===== src/rtl/bcd_tick_counter.sv =====
// Clock-divided timebase driving an N-digit up/down BCD counter with tick/carry pulses.
// Optional lap capture register enabled by defining BCD_TICK_COUNTER_LAP_EN.
module bcd_tick_counter #(
  parameter int unsigned CLK_HZ  = 100_000_000,
  parameter int unsigned TICK_HZ = 1000,
  parameter int unsigned DIGITS  = 4
) (
  input  logic                  clk,
  input  logic                  rst,
  input  logic                  en,
  input  logic                  clr,
  input  logic                  up,
  input  logic                  load,
  input  logic [4*DIGITS-1:0]   load_val,
`ifdef BCD_TICK_COUNTER_LAP_EN
  input  logic                  lap,
  output logic [4*DIGITS-1:0]   lap_count,
`endif
  output logic [4*DIGITS-1:0]   count,
  output logic                  tick,
  output logic                  carry
);

  localparam int unsigned DIV = CLK_HZ / TICK_HZ;
  localparam int unsigned PW  = (DIV >= 2) ? $clog2(DIV) : 1;
  localparam logic [PW-1:0] PRE_LAST = PW'(DIV - 1);
  localparam int unsigned CW  = 4 * DIGITS;

  if ((CLK_HZ % TICK_HZ) != 0 || DIV < 2 || DIGITS < 1 || DIGITS > 8) begin : g_param_check
    $error("bcd_tick_counter: CLK_HZ must be a multiple of TICK_HZ, DIV >= 2, DIGITS in 1..8");
  end

  logic [PW-1:0] pre_q;
  logic [CW-1:0] count_q;
  logic          tick_q;
  logic          carry_q;

  logic [CW-1:0] step_val;
  logic          step_wrap;
  logic          ripple;
  logic [CW-1:0] load_clean;

  // Ripple a single +1/-1 through the decades; a carry/borrow surviving every
  // digit means the whole count wrapped.
  always_comb begin
    step_val = count_q;
    ripple   = 1'b1;
    for (int unsigned i = 0; i < DIGITS; i++) begin
      if (ripple) begin
        if (up) begin
          if (count_q[4*i +: 4] == 4'd9) begin
            step_val[4*i +: 4] = '0;
          end else begin
            step_val[4*i +: 4] = count_q[4*i +: 4] + 4'd1;
            ripple             = 1'b0;
          end
        end else begin
          if (count_q[4*i +: 4] == 4'd0) begin
            step_val[4*i +: 4] = 4'd9;
          end else begin
            step_val[4*i +: 4] = count_q[4*i +: 4] - 4'd1;
            ripple             = 1'b0;
          end
        end
      end
    end
    step_wrap = ripple;
  end

  always_comb begin
    load_clean = '0;
    for (int unsigned i = 0; i < DIGITS; i++) begin
      load_clean[4*i +: 4] = (load_val[4*i +: 4] > 4'd9) ? 4'd0 : load_val[4*i +: 4];
    end
  end

  always_ff @(posedge clk or negedge rst) begin
    if (!rst) begin
      pre_q   <= '0;
      count_q <= '0;
      tick_q  <= 1'b0;
      carry_q <= 1'b0;
    end else begin
      tick_q  <= 1'b0;
      carry_q <= 1'b0;
      if (clr) begin
        pre_q   <= '0;
        count_q <= '0;
      end else if (load) begin
        pre_q   <= '0;
        count_q <= load_clean;
      end else if (en) begin
        if (pre_q == PRE_LAST) begin
          pre_q   <= '0;
          count_q <= step_val;
          tick_q  <= 1'b1;
          carry_q <= step_wrap;
        end else begin
          pre_q <= pre_q + PW'(1);
        end
      end
    end
  end

`ifdef BCD_TICK_COUNTER_LAP_EN
  logic [CW-1:0] lap_q;

  always_ff @(posedge clk or negedge rst) begin
    if (!rst) begin
      lap_q <= '0;
    end else if (lap) begin
      lap_q <= count_q;
    end
  end

  assign lap_count = lap_q;
`endif

  assign count = count_q;
  assign tick  = tick_q;
  assign carry = carry_q;

endmodule


===== config.mk =====
export PLATFORM = sky130hd
export DESIGN_NAME = bcd_tick_counter
export DESIGN_NICKNAME = d
export VERILOG_FILES = /design/src/rtl/bcd_tick_counter.sv
export SDC_FILE = /design/constraint.sdc
export NUM_CORES = 1
export LEC_CHECK = 0
export BUFFER_PORTS_ARGS = -buffer_cell sky130_fd_sc_hd__buf_2
export CAP_MARGIN = 0
export CORE_MARGIN = 2
export CORE_UTILIZATION = 40
export CTS_CLUSTER_DIAMETER = 50
export DETAILED_ROUTE_END_ITERATION = 7
export REMOVE_ABC_BUFFERS = 1
export SLEW_MARGIN = 10
export SYNTH_ARGS = -nofsm -noshare
export SYNTH_HDL_FRONTEND = slang
export SYNTH_SLANG_ARGS = --single-unit

===== constraint.sdc =====
create_clock -name clk -period 6.7 [get_ports clk]
set_input_delay 0.67 -clock clk [delete_from_list [all_inputs] [get_ports clk]]
set_output_delay 0.67 -clock clk [all_outputs]
set_load 0.02 [all_outputs]

; ---- Word-level counts from Yosys, hierarchy flattened
; Cells that the tools add are included.
[totals]
regBits = 35
input_bits = 22
out_inout_bits = 18
word_cells = 88
[classes]
add_sub_neg = 9
order_cmp = 4
eq_ne = 5
mux = 50
reduce_logical = 13
[op_table]
columns = operator, count
row1 = $mux W4, 19
row2 = $mux W17, 4
row3 = $mux W16, 4
row4 = $mux W1, 23
row5 = $add A17 B1 Y17 const B, 1
row6 = $eq A17 B17 Y1 const B, 1
row7 = $add A4 B1 Y4 const B, 4
row8 = $eq A4 B4 Y1 const B, 4
row9 = $gt A4 B4 Y1 const B, 4
row10 = $logic_not A4 Y1, 4
row11 = $sub A4 B1 Y4 const B, 4
row12 = $reduce_bool A3 Y1, 5
row13 = $reduce_and A3 Y1, 3
row14 = $reduce_and A2 Y1, 1

; ---- Logic depth before layout (Yosys ltp)
[depth]
word_depth = 10
mapped_depth = 8
ltp_nobuf = 7

; ---- Worst setup path before layout
; Ideal clock, no wire load.
[synth_timing]
kind = input-to-reg
start = in up
end = reg count_q[4] (netlist: count[4])
setup_ns = 0.119
t_arrival_ns = 2.198
t_required_ns = 6.581
slack_ns = 4.383
path_stages = 7
path_buffers = 2
path_cell_list = buf_6 or4b_4 nand2_1 and3_1 buf_2 mux2_1 o21a_1
[synth_between]
elab_chain_len = 6
word_cells_on_any_way = 9
classes_between = mux: 7 / reduce/logical: 2
[synth_lines]
columns = item, line
row1 = from (decl), 12  ; input logic up,
row2 = $mux W4, 50  ; if (up) begin
row3 = $mux W4, 49  ; if (ripple) begin
row4 = $mux W16, 93  ; if (pre_q == PRE_LAST) begin
row5 = $mux W16, 92  ; end else if (en) begin
row6 = $mux W16, 89  ; end else if (load) begin
row7 = $mux W16, 86  ; if (clr) begin
row8 = to (signal assigned), 91  ; count_q <= load_clean;
row9 = to (signal assigned), 95  ; count_q <= step_val;
row10 = to (decl), 34  ; logic [CW-1:0] count_q;
; Several ways; a longest one is shown, not always the timed one. The select of a mux whose other input is x is not followed.
; A chain may end at the register's enable or synchronous reset.

; ---- Worst setup path in the final report
[layout_timing]
start = reg count_q[0] (netlist: count[0])
end = reg count_q[4] (netlist: count[4])
[layout_between]
elab_chain_len = 5
word_cells_on_any_way = 7
classes_between = eq/ne: 1 / mux: 3 / reduce/logical: 3
[layout_lines]
columns = item, line
row1 = $eq A4 B4 Y1 or $logic_not A4 Y1 (tied branches), "51, 58"
row2 = "$mux W1, on equally long branches", "51, 58"
row3 = $mux W1 *, 50
row4 = $reduce_bool A3 Y1 (no line) *, --
row5 = $reduce_and A3 Y1 (no line) *, --
; Every way passes the cells marked *; elsewhere a longest branch is shown, timed or not.

==> impl_metrics.py <==
metrics = {
    "run_status": {
        "outcome": "finished clean",
    },
    "critical_path": {
        "cp_data_arrival_time_ns": 2.53,
        "path_cells": "inv_1 -> ha_1 -> or4b_4 -> nand2_1 -> and3_1 -> mux2_1 -> o21a_1",
        "critical_path.max_fanout": 9,
        "worstPathRequired_ns": 6.89,
        "slowest_delay_ns": 0.51,
        "crit_path_start_kind": "flip-flop",
        "critPathKind": "reg2reg",
        "cp_slowest_cell": "or4b_4",
        "cp-end-kind": "flip-flop",
    },
    "timing": {
        "layout_setup_ws_ns": 4.35,
        "fin_skew_ns": 0.00860,
        "relSlewSlack_pct": 45.3,
        "setup_tns_ns": 0,
        "maxSlewViolCount": 0,
        "hold_viol_final": 0,
        "period_needed_ns": 2.35,
        "tightest_slew_ns": 0.821,
        "rsz0062_at_grt": "false",
        "setup_viol": 0,
        "fmax_mhz": 426,
        "finalCritPeriodShare_pct": 35.0,
    },
    "grt": {
        "grt_max_degree": 36,
        "grt_pass1_vias": 2525,
        "grt_use_total_pct": 19.1,
        "grt_pass1_wl_um": 11600,
        "grt_antenna_before_repair": 0,
        "grt_overflow_total": 0,
    },
    "routing": {
        "via_per_inst": 5.88,
        "wl_met3_um": 232,
        "first_pass_iters": 4,
        "drc": 0,
        "top_layer": "met4",
        "m1WireLength_um": 3130,
        "final_antenna_net_count": 0,
        "route.met2.wl_um": 3360,
        "drt_wl_total_um": 6840,
        "wire_per_inst_um": 15.8,
        "drt_iter0_markers": 144,
        "dr_total_vias": 2542,
    },
    "floorplanning": {
        "dieWidth_um": 87.4,
        "rows": 30,
        "fp.dieH_um": 87.4,
        "ios": 40,
        "core_um2": 6760,
        "initial_utilization_pct": 41.2,
        "dieArea_um2": 7640,
    },
    "yosys": {
        "synth_area_leaders": "dfrtp_1 31%, ha_1 5.8%, nor2_1 3.8%",
        "ys_seq_area_share_pct": 31.5,
        "synth_common_cells": "35 x dfrtp_1, 28 x nor2_1, 21 x nand2_1",
        "synthFlopType": "dfrtp_1",
        "synth_area_per_cell_um2": 8.56,
        "synth.most_common_cell": "dfrtp_1",
        "netlist.area_leader.share_pct": 31.5,
        "synth.largest_area_cell": "dfrtp_1",
        "synthArstFlopShare_pct": 100,
        "synth_enable_flop_cells": 0,
        "synth_area_um2": 2780,
        "ys_ff_latch": 35,
        "synth.distinct_cells": 65,
        "synth_cells": 325,
        "yosys_warnings": 0,
    },
    "cts": {
        "cts_setup_buffers": 0,
        "ctsRootBufferMaster": "clkbuf_8",
        "cts_resized": 0,
        "clk-insertion-delay-late_ns": 0.30,
        "cts_tree": "done",
        "htree_levels": 2,
        "clk_pin_slew_ns": 0.08,
        "cts_buffers": 5,
        "clockBufferDepth": 2,
        "hold_buffers": 0,
        "clkSinkCount": 35,
    },
    "layout": {
        "antennaDiodeCount": 0,
        "fin_util_pct": 46.1,
        "fin_area_um2": 3110,
        "drive_above_1_share_pct": 17.6,
        "syn_to_final_growth_pct": 12.0,
        "nNetsFinal": 386,
        "layout.cells.non_filler": 432,
    },
    "pwr": {
        "p_per_area_nw_per_um2": 172,
        "leakagePower_nw": 1.36,
        "max-vdd-ir-drop_mv": 0.0867,
    },
    "hold_path": {
        "min_path_type": "in2async",
    },
    "placed_design": {
        "gp_congestion": 0.806,
        "pre_cts_ws_ns": 4.08,
        "dp_cells": 424,
        "port_buffers": 39,
        "dpl_cell_area_um2": 2990,
        "dp_hpwl_um": 4850,
    },
    "job": {
        "max_cap_viol_count": 0,
    },
}
==> worst paths after layout <==
path / slack [ns] / end / startpoint / cells after the start
max: 4.35 / count[4] / count[0] / 7
min: 0.46 / pre_q[5] / rst / 1
max reg2reg: 4.35 / count[4] / count[0] / 7
min reg2reg: 0.50 / pre_q[16] / pre_q[16] / 1
max in group asynchronous: 5.72 / count[4] / rst / 1
min in group clk: 0.50 / pre_q[16] / pre_q[16] / 1
==> metrics by stage <==
step           hold WS [ns]  total power, mW
2_1_floorplan         0.374            0.294
3_3_place_gp          0.490            0.332
3_5_place_dp          0.494            0.333
4_1_cts               0.492            0.542
5_1_grt               0.519            0.565
6_report              0.462            0.535
==> routing by layer <==
metal  vias to the layer above  global-route usage [%]
li1                       1253                       -
met4                         0                    5.87
met1                      1223                    24.1
met2                        52                    32.9
met5                         -                       0
met3                        14                    3.70
==> logic make-up (layout without fill, tap and decap cells) <==
| group | count (synthesis) | count (layout) | synth area share, % |
|---|---|---|---|
| fa+ha+maj | 13 | 13 | 5.85 |
| buf+inv | 34 | 61 | 5.04 |
| simple gates | 134 | 134 | 28.1 |
| mux | 11 | 11 | 4.18 |
| compound gates | 83 | 83 | 20.6 |
| flops | 35 | 35 | 31.5 |
| xor+xnor | 15 | 15 | 4.72 |
==> cells in the final DEF (no fill, tap or decap), types with 4 or more instances in the layout <==
cell,Yosys,routed
nand4_1,6,6
inv_1,12,12
nor2b_1,4,4
mux2_2,4,4
dfrtp_1,35,35
buf_2,3,39
nand2b_1,11,11
xor2_1,10,10
a21oi_1,20,20
o31ai_1,5,5
xnor2_1,5,5
a31oi_1,4,4
nand3_1,14,14
o21ai_0,19,19
nand2_1,21,21
ha_1,13,13
clkbuf_8,0,6
nor3b_1,7,7
nor4bb_1,5,5
nor4_1,5,5
nor2_1,28,28
and3_1,4,4
nor3_1,9,9
mux2i_1,6,6
==> where the power goes <==
part,switching [mW],internal [mW]
Sequential,0.0129,0.217
Clock,0.0837,0.122
Combinational,0.0590,0.0404
Total,0.156,0.379
==> final cells by class <==
class | count | area, um2
fill | 680 | 3640
timing repair buffer | 40 | 203
tap | 80 | 100
inverter | 13 | 48.8
multi-input combinational | 256 | 1770
sequential | 35 | 876
clock buffer | 6 | 82.6
clock inverter | 2 | 38.8
==> flip-flops by register name, indices dropped and copies added (netlist names) <==
name and count:
carry 1, count 16, pre_q 17, tick 1
==> critical path: cells and delay by family (launching register included) <==
family / cells / cell delay (ns)
adders and majority gates: 1 / 0.20
DFF: 1 / 0.48
and+or+nand+nor: 3 / 0.94
muxes: 1 / 0.36
AOI/OAI and AO/OA: 1 / 0.16
buffers and inverters: 1 / 0.12
Power figures use the tool's default switching activity.
